--- config.mk ---
export PLATFORM = sky130hd
export DESIGN_NAME = alu_cmd_queue
export DESIGN_NICKNAME = d
export VERILOG_FILES = /design/src/rtl/alu_cmd_queue.sv
export SDC_FILE = /design/constraint.sdc
export NUM_CORES = 1
export LEC_CHECK = 0
export CAP_MARGIN = 20
export CORE_UTILIZATION = 54
export DETAILED_ROUTE_END_ITERATION = 7
export PLACE_DENSITY = 0.82
export SLEW_MARGIN = 20
export SYNTH_ARGS = -nofsm -noshare
export SYNTH_HDL_FRONTEND = slang
export SYNTH_SLANG_ARGS = --single-unit
--- constraint.sdc ---
create_clock -name Clock -period 5.89 [get_ports Clock]
set_clock_uncertainty 0.15 [all_clocks]
set_input_delay 1.178 -clock Clock [delete_from_list [all_inputs] [get_ports Clock]]
set_output_delay 1.178 -clock Clock [all_outputs]
set_load 0.01 [all_outputs]
--- src/rtl/alu_cmd_queue.sv ---
// alu_cmd_queue: FIFO of ALU commands issued on a registered ALU port when Run is high.
// Define ALU_CMD_COUNT_EN to build the Issued_count counter; otherwise Issued_count is tied to 0.
module alu_cmd_queue #(
  parameter int DEPTH = 4
) (
  input  logic                     Clock,
  input  logic                     Reset,
  input  logic                     In_valid,
  input  logic [1:0]               In_function,
  input  logic [3:0]               In_data,
  output logic                     In_ready,
  input  logic                     Run,
  input  logic                     Flush,
  output logic [1:0]               Function,
  output logic [3:0]               Data,
  output logic                     Issue,
  output logic [$clog2(DEPTH):0]   Level,
  output logic [7:0]               Issued_count
);
  localparam int AW = $clog2(DEPTH);
  logic [5:0]    mem [DEPTH];
  logic [AW-1:0] wr_ptr, rd_ptr;
  logic          push, pop;
  assign In_ready = (Level != (AW+1)'(DEPTH)) && !Flush;
  assign push     = In_valid && In_ready;
  assign pop      = Run && (Level != '0) && !Flush;
  always_ff @(posedge Clock)
    if (push && !Reset) mem[wr_ptr] <= {In_function, In_data};
  always_ff @(posedge Clock) begin
    if (Reset || Flush) begin
      Level    <= '0;
      wr_ptr   <= '0;
      rd_ptr   <= '0;
      Function <= 2'b11;
      Data     <= 4'h0;
      Issue    <= 1'b0;
    end else begin
      if (push) wr_ptr <= wr_ptr + 1'b1;
      if (pop) rd_ptr <= rd_ptr + 1'b1;
      Level    <= Level + {{AW{1'b0}}, push} - {{AW{1'b0}}, pop};
      Function <= pop ? mem[rd_ptr][5:4] : 2'b11;
      Data     <= pop ? mem[rd_ptr][3:0] : 4'h0;
      Issue    <= pop;
    end
  end
`ifdef ALU_CMD_COUNT_EN
  always_ff @(posedge Clock)
    if (Reset) Issued_count <= 8'h00;
    else if (pop) Issued_count <= Issued_count + 8'h01;
`else
  assign Issued_count = 8'h00;
`endif
endmodule

Yosys cells after proc, flatten, opt, wreduce, memory -nomap -nowiden

Memories as Yosys holds them, arrays and structs flattened. A register that Yosys moved wholly into a read port is not among the register bits.
Index checks and enable logic that the tools add are counted.

Register bits after elaboration: 8
Bits in writable memories: 24
Bits of input ports: 11
Word-level logic and storage cells: 23
Memories kept: 1

Memory list:

| name | depth | width | read ports | clocked after memory_dff | wr ports | RTL line | source |
|---|---|---|---|---|---|---|---|
| mem  | 4     | 6     | 1          | 1                        | 1        | 21       | `logic [5:0] mem [DEPTH];` |

Add/subtract/negate cells: 4
Equal/unequal tests: 1
Mux-type cells: 2
Bitwise gates (word level): 1
Reductions and logical operators: 10

Operators with widths:

| operator            | number |
|---|---|
| $logic_and 1x1->1   | 5 |
| $add 2x1->2 const B | 2 |
| $add 3x1->3         | 1 |
| $ne 3x3->1 const B  | 1 |
| $reduce_bool 3->1   | 1 |
| $sub 3x1->3         | 1 |
| $logic_not 1->1     | 2 |
| $mux 1              | 2 |
| $reduce_or 2->1     | 1 |
| $logic_or 1x1->1    | 1 |
| $not 1->1           | 1 |

Depth between registers and ports, before layout

Gate-level depths: netlist of run 1.

Depth in word-level cells: 6
Mapped depth: 9

Worst setup path after synthesis of run 1

Ideal clock, no wire load.

Path type: input port to flip-flop
From: input port Flush
To: register Level[2]
Arrival time: 2,508 ps
Path slack: 3,117 ps
Stages on the path: 8
Cells stage by stage: nand3b_4 > mux2_1 > ha_1 > inv_1 > fa_1 > xnor2_1 > xnor2_1 > and2_1

Longest elaborated chain between the ends: 5
Elaborated cells on any way between the ends: 7

RTL lines:

| item                   | RTL line | source |
|---|---|---|
| start: declaration     | 13       | `input logic Flush,` |
| $logic_not 1->1        | 24, 26   |  |
| $logic_and 1x1->1      | 24       | `assign In_ready = (Level != (AW+1)'(DEPTH)) && !Flush;` |
| $logic_and 1x1->1      | 25       | `assign push = In_valid && In_ready;` |
| $add 3x1->3            | 40       | `Level <= Level + {{AW{1'b0}}, push} - {{AW{1'b0}}, pop};` |
| $sub 3x1->3            | 40       |  |
| end signal: assignment | 40       |  |
| end: declaration       | 17       | `output logic [$clog2(DEPTH):0] Level,` |

Several ways; a longest one is shown, not always the timed one.
A chain may end at the register's enable or synchronous reset.

Final worst setup path of run 1

From: input port Flush
To: output port In_ready

Longest elaborated chain between the ends: 2

RTL lines:

| item              | RTL line | source |
|---|---|---|
| $logic_not 1->1   | 24       |  |
| $logic_and 1x1->1 | 24       |  |
| end: declaration  | 11       | `output logic In_ready,` |

Every way passes these cells.

==> run summary, run 1 <==
clk buf depth = 2
Critical Path Max Stage Delay = 0.55 ns
GR Util met2 = 30.1%
GRT met3 Usage = 5.12%
Critical Path AT = 2.43 ns
Worst-Skew Late Latency = 0.34 ns
core area = 2780 um^2
Slew Limit Headroom = 33.2%
hold path depth = 2
slowest CP cell = clkdlybuf4s50_1
Synthesis Warnings = 0
CTS tree = built
die width = 56.2 um
Fin Setup TNS = 0 ns
power density over the cells = 245 nW/um^2
number of max-cap violations = 0
# IOs = 30
Cells after Synth = 101
vias in the first global route = 857
antenna cells = 0
most used cell, CP = clkdlybuf4s50_1
RSZ-0062 raised after global routing = false
Tightest Pin Transition = 0.999 ns
VDD IR max = 0.185 mV
PortBufs = 21
Top FF cell, synth = edfxtp_1
detailed-route DRC error count = 0
Die Ht = 56.2 um
Post-CTS Setup Inserts = 0
DR WL/cell = 14.9 um
register bit total from synthesis = 38
CP Buf/Inv Count = 2
Vias/cell = 5.46
Reg2Reg Setup Slack = 3.46 ns
total detailed-routing wirelength = 2350 um
R2R cell count = 9
share of synthesized flip-flops with an asynchronous set or reset = 0%
worst-path fanout max = 7
Initial DRC Count = 27
highest clock rate = 0.266 GHz
crit-path leading delay family = buffers and inverters
Final min period = 3.76 ns
final hold vios = 0
Root Driver = clkbuf_4
largest net degree at the start of global routing = 12
ANT nets after route = 0
outcome = finished, final reports clean
Worst path depth = 3
Worst Path Required = 4.56 ns
antenna violations before repair = 0
Pre-Repair DR Iteration Count = 4
Netlist cell types = 27
Tcrit/Tclk final = 63.8%
Worst Min Path Start = wr_ptr[1]$_SDFFE_PP0P_
hpwl dp = 1650 um
syn avg cell area = 15.7 um^2
Area Growth Syn to Fin = 16.0%
Post-synth EDFFs = 24
Final Max Tran Viols = 0
hold buffer count at CTS = 0
H-tree levels = 2
GP Congestion = 0.755
grt ovf = 0
Hold Crit Class = reg -> reg
reg2reg start = Level[2]$_SDFF_PP0_
global-route wire length before repair = 3740 um
Total Routing Usage GR = 16.9%
NumNets Final = 142
Rows = 19
# resized after CTS = 0
Clock transition at path regs = 0.10 ns
Setup crit end kind = output pin
Starting Density = 57.1%
final instance area = 1840 um^2
critical path type = in -> out
sequential share of the synthesized area = 63.0%
Hold Path End = wr_ptr[1]$_SDFFE_PP0P_
final-layout fill cell count = 195
Leak = 0.000657 uW
share of cells above drive strength 1 = 5.56%
placed cell areas = 1780 um^2
die footprint = 3160 um^2
Setup crit start = Flush
crit path cell chain = clkdlybuf4s50_1, nor2b_1, clkdlybuf4s50_1
TritonCTS Buffers = 5
FF-to-FF End = Level[2]$_SDFF_PP0_
grt peak-use layer = met2
met1 Usage GRT = 17.3%
Vias = 857
Mapped Area = 1590 um^2
crit start category = primary input
endpoints failing setup = 0
clk sinks = 38
layer usage:
| layer | share of wire (%) | vias up |
|---|---|---|
| li1 | - | 400 |
| met1 | 41 | 415 |
| met2 | 51 | 35 |
| met3 | 5.5 | 7 |
| met4 | 1.7 | 0 |
| met5 | 0 | - |
worst min-delay path, delay by kind of cell (launching register included):
| kind | cells | cell delay (ns) |
|---|---|---|
| AND/OR/NAND/NOR | 1 | 0.06 |
| multiplexers | 1 | 0.06 |
| flip-flops | 1 | 0.35 |
layout by cell type (no fill, tap or decap), drive strengths merged:
cell / netlist / final
edfxtp: 24 / 24
clkdlybuf4s50: 0 / 21
dfxtp: 14 / 14
conb: 1 / 8
clkbuf: 0 / 8
mux4: 6 / 6
nor2b: 5 / 5
ha: 5 / 5
inv: 4 / 4
nor3b: 4 / 4
nand2: 4 / 4
and2: 3 / 3
nor3: 3 / 3
nor2: 2 / 2
or2: 2 / 2
mux2i: 2 / 2
xor2: 2 / 2
xnor2: 2 / 2
or3b: 1 / 1
nand3b: 1 / 1
o31ai: 1 / 1
mux2: 1 / 1
nand2b: 1 / 1
o311ai: 1 / 1
fa: 1 / 1
registers in the layout, summed over array words and instances, names as in the netlist:
name	count
Level	3
Data	4
Issue	1
rd_ptr	2
wr_ptr	2
mem	24
Function	2
final cells by class:
| cell class | count | area (um^2) | area share, % |
|---|---|---|---|
| clock buffers | 8 | 58.8 | 3.19 |
| inverters | 4 | 15.0 | 0.815 |
| repair buffers | 21 | 210 | 11.4 |
| flip-flops and latches | 38 | 1000 | 54.3 |
| multi-input cells | 55 | 518 | 28.1 |
| well taps | 31 | 38.8 | 2.11 |
cells in the mapped netlist (2+ instances only):
library cell	instances	area (um^2)
nor2b_1	5	31.3
buf_4	8	60.1
nand2_1	4	15.0
edfxtp_1	24	721
xor2_1	2	17.5
dfxtp_1	14	280
nor2_1	2	7.51
or2_1	2	12.5
nor3_1	3	15.0
mux2i_1	2	20.0
nor3b_1	4	30.0
mux4_1	6	158
and2_1	3	18.8
inv_1	4	15.0
xnor2_1	2	17.5
ha_1	5	62.6
stage by stage:
step / hold slack (ns) / total power (uW) / std cells / setup slack [ns] / util, %
2_1_floorplan: 0.321 / 311 / 108 / 3.12 / -
3_5_place_dp: 0.349 / 321 / 149 / 2.14 / 64.1
5_1_grt: 0.393 / 466 / 157 / 2.09 / 66.2
4_1_cts: 0.363 / 456 / 157 / 2.14 / 66.2
3_3_place_gp: 0.334 / 319 / 149 / 2.21 / 64.1
6_report: 0.361 / 452 / 157 / 2.13 / 66.2
worst max path at each step:
stage                     endpoint  slack, ns
3_3_place_gp              In_ready       2.21
4_1_cts                   In_ready       2.14
6_report                  In_ready       2.13
5_1_grt                   In_ready       2.09
3_5_place_dp              In_ready       2.14
2_1_floorplan  Level[2]$_SDFF_PP0_       3.12
report_power, final:
| group | switching, uW | internal [uW] |
|---|---|---|
| registers | 1.96 | 285 |
| logic | 13.2 | 14.1 |
| clock network | 78.5 | 58.9 |
| total | 93.7 | 358 |
cell families (layout without fill, tap and decap cells):
family | after synthesis | count (layout) | synth area share (%)
other | 1 | 8 | 0.236
adders and majority gates | 6 | 6 | 5.20
muxes | 9 | 9 | 11.9
xor gates and xnor gates | 4 | 4 | 2.21
buffers and inverters | 15 | 33 | 5.99
AOI/OAI and AO/OA | 2 | 2 | 1.02
and+or+nand+nor | 26 | 26 | 10.4
DFF | 38 | 38 | 63.0
Note: power is estimated with default switching activity, not from simulation.
==> inputs of run 2 (changes only) <==
--- a/config.mk
+++ b/config.mk
@@ -6,9 +6,9 @@
 export NUM_CORES = 1
 export LEC_CHECK = 0
 export CAP_MARGIN = 20
-export CORE_UTILIZATION = 54
+export CORE_UTILIZATION = 46
 export DETAILED_ROUTE_END_ITERATION = 7
-export PLACE_DENSITY = 0.82
+export PLACE_DENSITY = 0.75
 export SLEW_MARGIN = 20
 export SYNTH_ARGS = -nofsm -noshare
 export SYNTH_HDL_FRONTEND = slang
==> constraint.sdc (replaced) <==
create_clock -name Clock -period 3.2 [get_ports Clock]
set_clock_uncertainty 0.15 [all_clocks]
set_input_delay 0.64 -clock Clock [delete_from_list [all_inputs] [get_ports Clock]]
set_output_delay 0.64 -clock Clock [all_outputs]
set_load 0.01 [all_outputs]
==> run 2 against run 1 <==
  * Clock-buffer cell count fell by 3
  * Highest routed layer unchanged
  * First-iteration DRC count did not move
  * Cell count rose by 11%
  * Global-route usage fell by 1.2 points
==> run summary, run 2 (synthesis results as in run 1) <==
Starting Density = 50.4%
Initial DRC Count = 27
clk buf depth = 2
CTS tree = built
Critical Path AT = 1.91 ns
worst-path fanout max = 7
met2 WL = 1210 um
CP Buf/Inv Count = 2
hold buffer count at CTS = 0
power density over the cells = 511 nW/um^2
die footprint = 3690 um^2
slowest CP cell = clkdlybuf4s50_1
Power Internal = 796 uW
ANT nets after route = 0
Slew Limit Headroom = 61.7%
Total Routing Usage GR = 15.7%
global-route wire length before repair = 3860 um
Hold Crit Class = reg -> reg
crit path cell chain = clkdlybuf4s50_1, nor2b_1, clkdlybuf4s50_1
Die Ht = 60.8 um
met3 routed WL = 100 um
share of cells above drive strength 1 = 10.0%
Setup crit end kind = output pin
most common cell after layout, fill and taps aside = edfxtp_1
Worst Path Required = 2.41 ns
crit-path leading delay family = buffers and inverters
commonest cells after routing, fill and taps aside = 24 x edfxtp_1, 21 x clkdlybuf4s50_1, 14 x dfxtp_1, 8 x conb_1, 6 x mux4_1
reg2reg start = Level[1]$_SDFF_PP0_
sequential share of power = 53.5%
crit start category = primary input
Clock transition at path regs = 0.12 ns
placed cell areas = 1830 um^2
switching part of the total power = 19.5%
Tightest Pin Transition = 0.570 ns
highest clock rate = 0.370 GHz
final hold vios = 0
Tcrit/Tclk final = 84.4%
TritonCTS Buffers = 5
Fin Setup TNS = 0 ns
Critical Path Max Stage Delay = 0.55 ns
Post-Route M1 WL = 1070 um
Worst-Skew Late Latency = 0.35 ns
Reg with most FFs = mem
Root Driver = clkbuf_4
Final Max Tran Viols = 0
core area = 3150 um^2
Pre-Repair DR Iteration Count = 4
final instance area = 1940 um^2
final core utilization = 61.4%
endpoints failing setup = 0
outcome = finished, final reports clean
antenna violations before repair = 0
PortBufs = 21
final-layout fill cell count = 249
H-tree levels = 2
clk sinks = 38
GP Congestion = 0.746
grt ovf = 0
Net Sw Power = 193 uW
total detailed-routing wirelength = 2410 um
most used cell, CP = clkdlybuf4s50_1
Post-CTS Setup Inserts = 0
Logic pwr share = 5.1%
# resized after CTS = 0
Area Growth Syn to Fin = 21.9%
DR WL/cell = 13.8 um
Vias/cell = 4.82
Final min period = 2.70 ns
critical path type = in -> out
RSZ-0062 raised after global routing = false
NumNets Final = 146
WHS = 0.367 ns
Clk pwr share = 41.4%
antenna cells = 0
Vias = 838
Top Metal Used = met4
Setup crit start = Flush
number of max-cap violations = 0
Worst Min Path Start = wr_ptr[1]$_SDFFE_PP0P_
number of flip-flops in the largest register = 24
# IOs = 30
total power = 989 uW
detailed-route DRC error count = 0
largest net degree at the start of global routing = 14
VDD IR max = 0.213 mV
Rows = 20
biggest regs = mem x24, Data x4, Level x3
die width = 60.8 um
Leak = 0.000702 uW
vias in the first global route = 827
[run 2: area by class of cell]
class | count | area, um^2 | share of cell area, %
flip-flops and latches | 38 | 1000 | 51.7
repair buffers | 25 | 240 | 12.4
multi-input cells | 55 | 518 | 26.8
inverters | 4 | 15.0 | 0.776
clock buffers | 5 | 37.5 | 1.94
well taps | 44 | 55.1 | 2.84
clock inverters | 3 | 68.8 | 3.56
[run 2: final timing paths]
kind | to | slack [ns] | cells after the start
worst max-delay path | In_ready | 0.50 | 3
worst min-delay path | wr_ptr[1]$_SDFFE_PP0P_ | 0.37 | 2
worst max register to register | Level[2]$_SDFF_PP0_ | 0.80 | 8
worst min register to register | wr_ptr[1]$_SDFFE_PP0P_ | 0.37 | 2
[run 2: worst reg2reg max path, stage by stage (launching register included)]
cell,delay (ns)
dfxtp_1,0.40
o31ai_1,0.55
mux2_1,0.22
ha_1,0.14
inv_1,0.05
fa_1,0.37
xnor2_1,0.14
xnor2_1,0.13
and2_1,0.16
[run 2: metal layers]
| layer | GRT usage (%) | vias to the layer above |
|---|---|---|
| met5 | 0 | - |
| met4 | 8.44 | 0 |
| met3 | 6.61 | 4 |
| met2 | 25.7 | 26 |
| met1 | 17.4 | 403 |
| li1 | - | 405 |
[run 2: metrics by stage]
step	setup WS, ns	instances
6_report	0.501	174
5_1_grt	0.454	174
4_1_cts	0.506	174
3_5_place_dp	0.297	166
3_3_place_gp	0.374	166
2_1_floorplan	0.896	108
[run 2: power by group through the flow]
stage / logic (uW) / clock network (uW) / registers (uW)
floorplan: 32.2 / 0 / 540
global route: 56.1 / 437 / 530
CTS: 50.9 / 417 / 529
finish: 50.7 / 409 / 529
global placement: 48.9 / 0 / 540
detailed placement: 50.6 / 0 / 540
==> inputs of run 3 (changes only) <==
--- a/config.mk
+++ b/config.mk
@@ -6,9 +6,9 @@
 export NUM_CORES = 1
 export LEC_CHECK = 0
 export CAP_MARGIN = 20
-export CORE_UTILIZATION = 46
+export CORE_UTILIZATION = 50
 export DETAILED_ROUTE_END_ITERATION = 7
-export PLACE_DENSITY = 0.75
+export PLACE_DENSITY = 0.77
 export SLEW_MARGIN = 20
 export SYNTH_ARGS = -nofsm -noshare
 export SYNTH_HDL_FRONTEND = slang
==> constraint.sdc (replaced) <==
create_clock -name Clock -period 2.65 [get_ports Clock]
set_clock_uncertainty 0.15 [all_clocks]
set_input_delay 0.53 -clock Clock [delete_from_list [all_inputs] [get_ports Clock]]
set_output_delay 0.53 -clock Clock [all_outputs]
set_load 0.01 [all_outputs]
==> run 3 against run 2 <==
  * Combinational power rose by 29%
  * Hold slack lost 0.011 ns
  * Cell count increased by 2.3%
  * Clock power fell by 5.6%
  * Flip-flop and latch count did not move
  * Total power grew 10%
==> run summary, run 3 (synthesis results as in run 1) <==
Final Max Tran Viols = 0
placed cell areas = 1860 um^2
die width = 58.4 um
Clock transition at path regs = 0.11 ns
endpoints failing setup = 0
Post-CTS Setup Inserts = 0
Total Routing Usage GR = 17.0%
TritonCTS Buffers = 5
antenna cells = 0
largest net degree at the start of global routing = 14
critical path type = reg -> out
core area = 3030 um^2
VDD IR max = 0.349 mV
highest clock rate = 0.396 GHz
hold buffer count at CTS = 0
hpwl dp = 1740 um
Starting Density = 52.4%
worst-path fanout max = 5
CTS tree = built
GP Congestion = 0.674
ANT nets after route = 0
# IOs = 30
Rows = 20
Root Driver = clkbuf_4
commonest cells after routing, fill and taps aside = 24 x edfxtp_1, 21 x clkdlybuf4s50_1, 14 x dfxtp_1, 8 x conb_1, 8 x buf_4
Initial DRC Count = 23
final instance area = 1940 um^2
clk buf depth = 2
Vias = 862
final hold vios = 0
biggest regs = mem x24, Data x4, Level x3
Worst-Skew Late Latency = 0.34 ns
Final min period = 2.52 ns
PortBufs = 21
detailed-route DRC error count = 0
most common cell after layout, fill and taps aside = edfxtp_1
DR WL/cell = 13.3 um
global-route wire length before repair = 4040 um
total detailed-routing wirelength = 2370 um
Vias/cell = 4.84
Setup crit end kind = output pin
antenna violations before repair = 0
Tcrit/Tclk final = 95.2%
Critical Path AT = 1.84 ns
Hold Crit Class = reg -> reg
number of flip-flops in the largest register = 24
Fin Setup TNS = 0 ns
power density over the cells = 561 nW/um^2
Reg with most FFs = mem
outcome = finished, final reports clean
Worst Path Required = 1.97 ns
grt ovf = 0
Leak = 0.000702 uW
vias in the first global route = 864
clk sinks = 38
final-layout fill cell count = 240
Die Ht = 58.4 um
crit start category = register
Pre-Repair DR Iteration Count = 4
die footprint = 3400 um^2
# resized after CTS = 0
number of max-cap violations = 0
share of cells above drive strength 1 = 12.7%
H-tree levels = 2
NumNets Final = 150
RSZ-0062 raised after global routing = false
Area Growth Syn to Fin = 22.3%
-- run 3: final timing paths --
path / startpoint / end / slack (ns) / cells past startpoint
worst max-delay path: Level[2]$_SDFF_PP0_ / In_ready / 0.13 / 3
worst min-delay path: wr_ptr[1]$_SDFFE_PP0P_ / wr_ptr[1]$_SDFFE_PP0P_ / 0.36 / 2
worst max register to register: Level[2]$_SDFF_PP0_ / Level[1]$_SDFF_PP0_ / 0.30 / 7
worst min register to register: wr_ptr[1]$_SDFFE_PP0P_ / wr_ptr[1]$_SDFFE_PP0P_ / 0.36 / 2
-- run 3: metal layers --
metal / wire length (um) / track usage (%) / part of all wire (%) / up-vias
met3: 118 / 4.18 / 5.0 / 7
li1: - / - / - / 417
met4: 50 / 9.52 / 2.1 / 0
met2: 1200 / 29.1 / 51 / 29
met5: 0 / 0 / 0 / -
met1: 1000 / 19.5 / 42 / 409
-- run 3: area by class of cell --
class                      instances  area (um^2)  area share (%)
timing repair buffer              29          270            13.9
clock inverter                     3         45.0            2.32
inverter                           4         15.0           0.773
tap                               44         55.1            2.84
multi-input combinational         55          518            26.7
clock buffer                       5         37.5            1.93
sequential                        38         1000            51.5
-- run 3: report_power, final --
part | switching, uW | leakage [uW] | internal [uW]
registers | 4.65 | 0.000330 | 634
clock network | 188 | 0.0000374 | 198
logic | 29.4 | 0.000335 | 36.0
total | 222 | 0.000702 | 868
-- run 3: critical path, stage by stage, from the launching register on --
cell and delay [ns]:
dfxtp_1 0.44, or3b_1 0.44, nor2b_1 0.16, clkdlybuf4s50_1 0.47
-- run 3: stage by stage --
stage / hold slack [ns] / std cells / power [uW] / util, % / setup slack, ns
floorplan: 0.321 / 108 / 691 / - / 0.346
global placement: 0.337 / 170 / 715 / 61.4 / 0.0642
detailed placement: 0.348 / 170 / 718 / 61.4 / 0.0202
CTS: 0.365 / 178 / 1100 / 64.1 / 0.117
global route: 0.403 / 178 / 1130 / 64.1 / 0.0411
finish: 0.357 / 178 / 1090 / 64.1 / 0.128
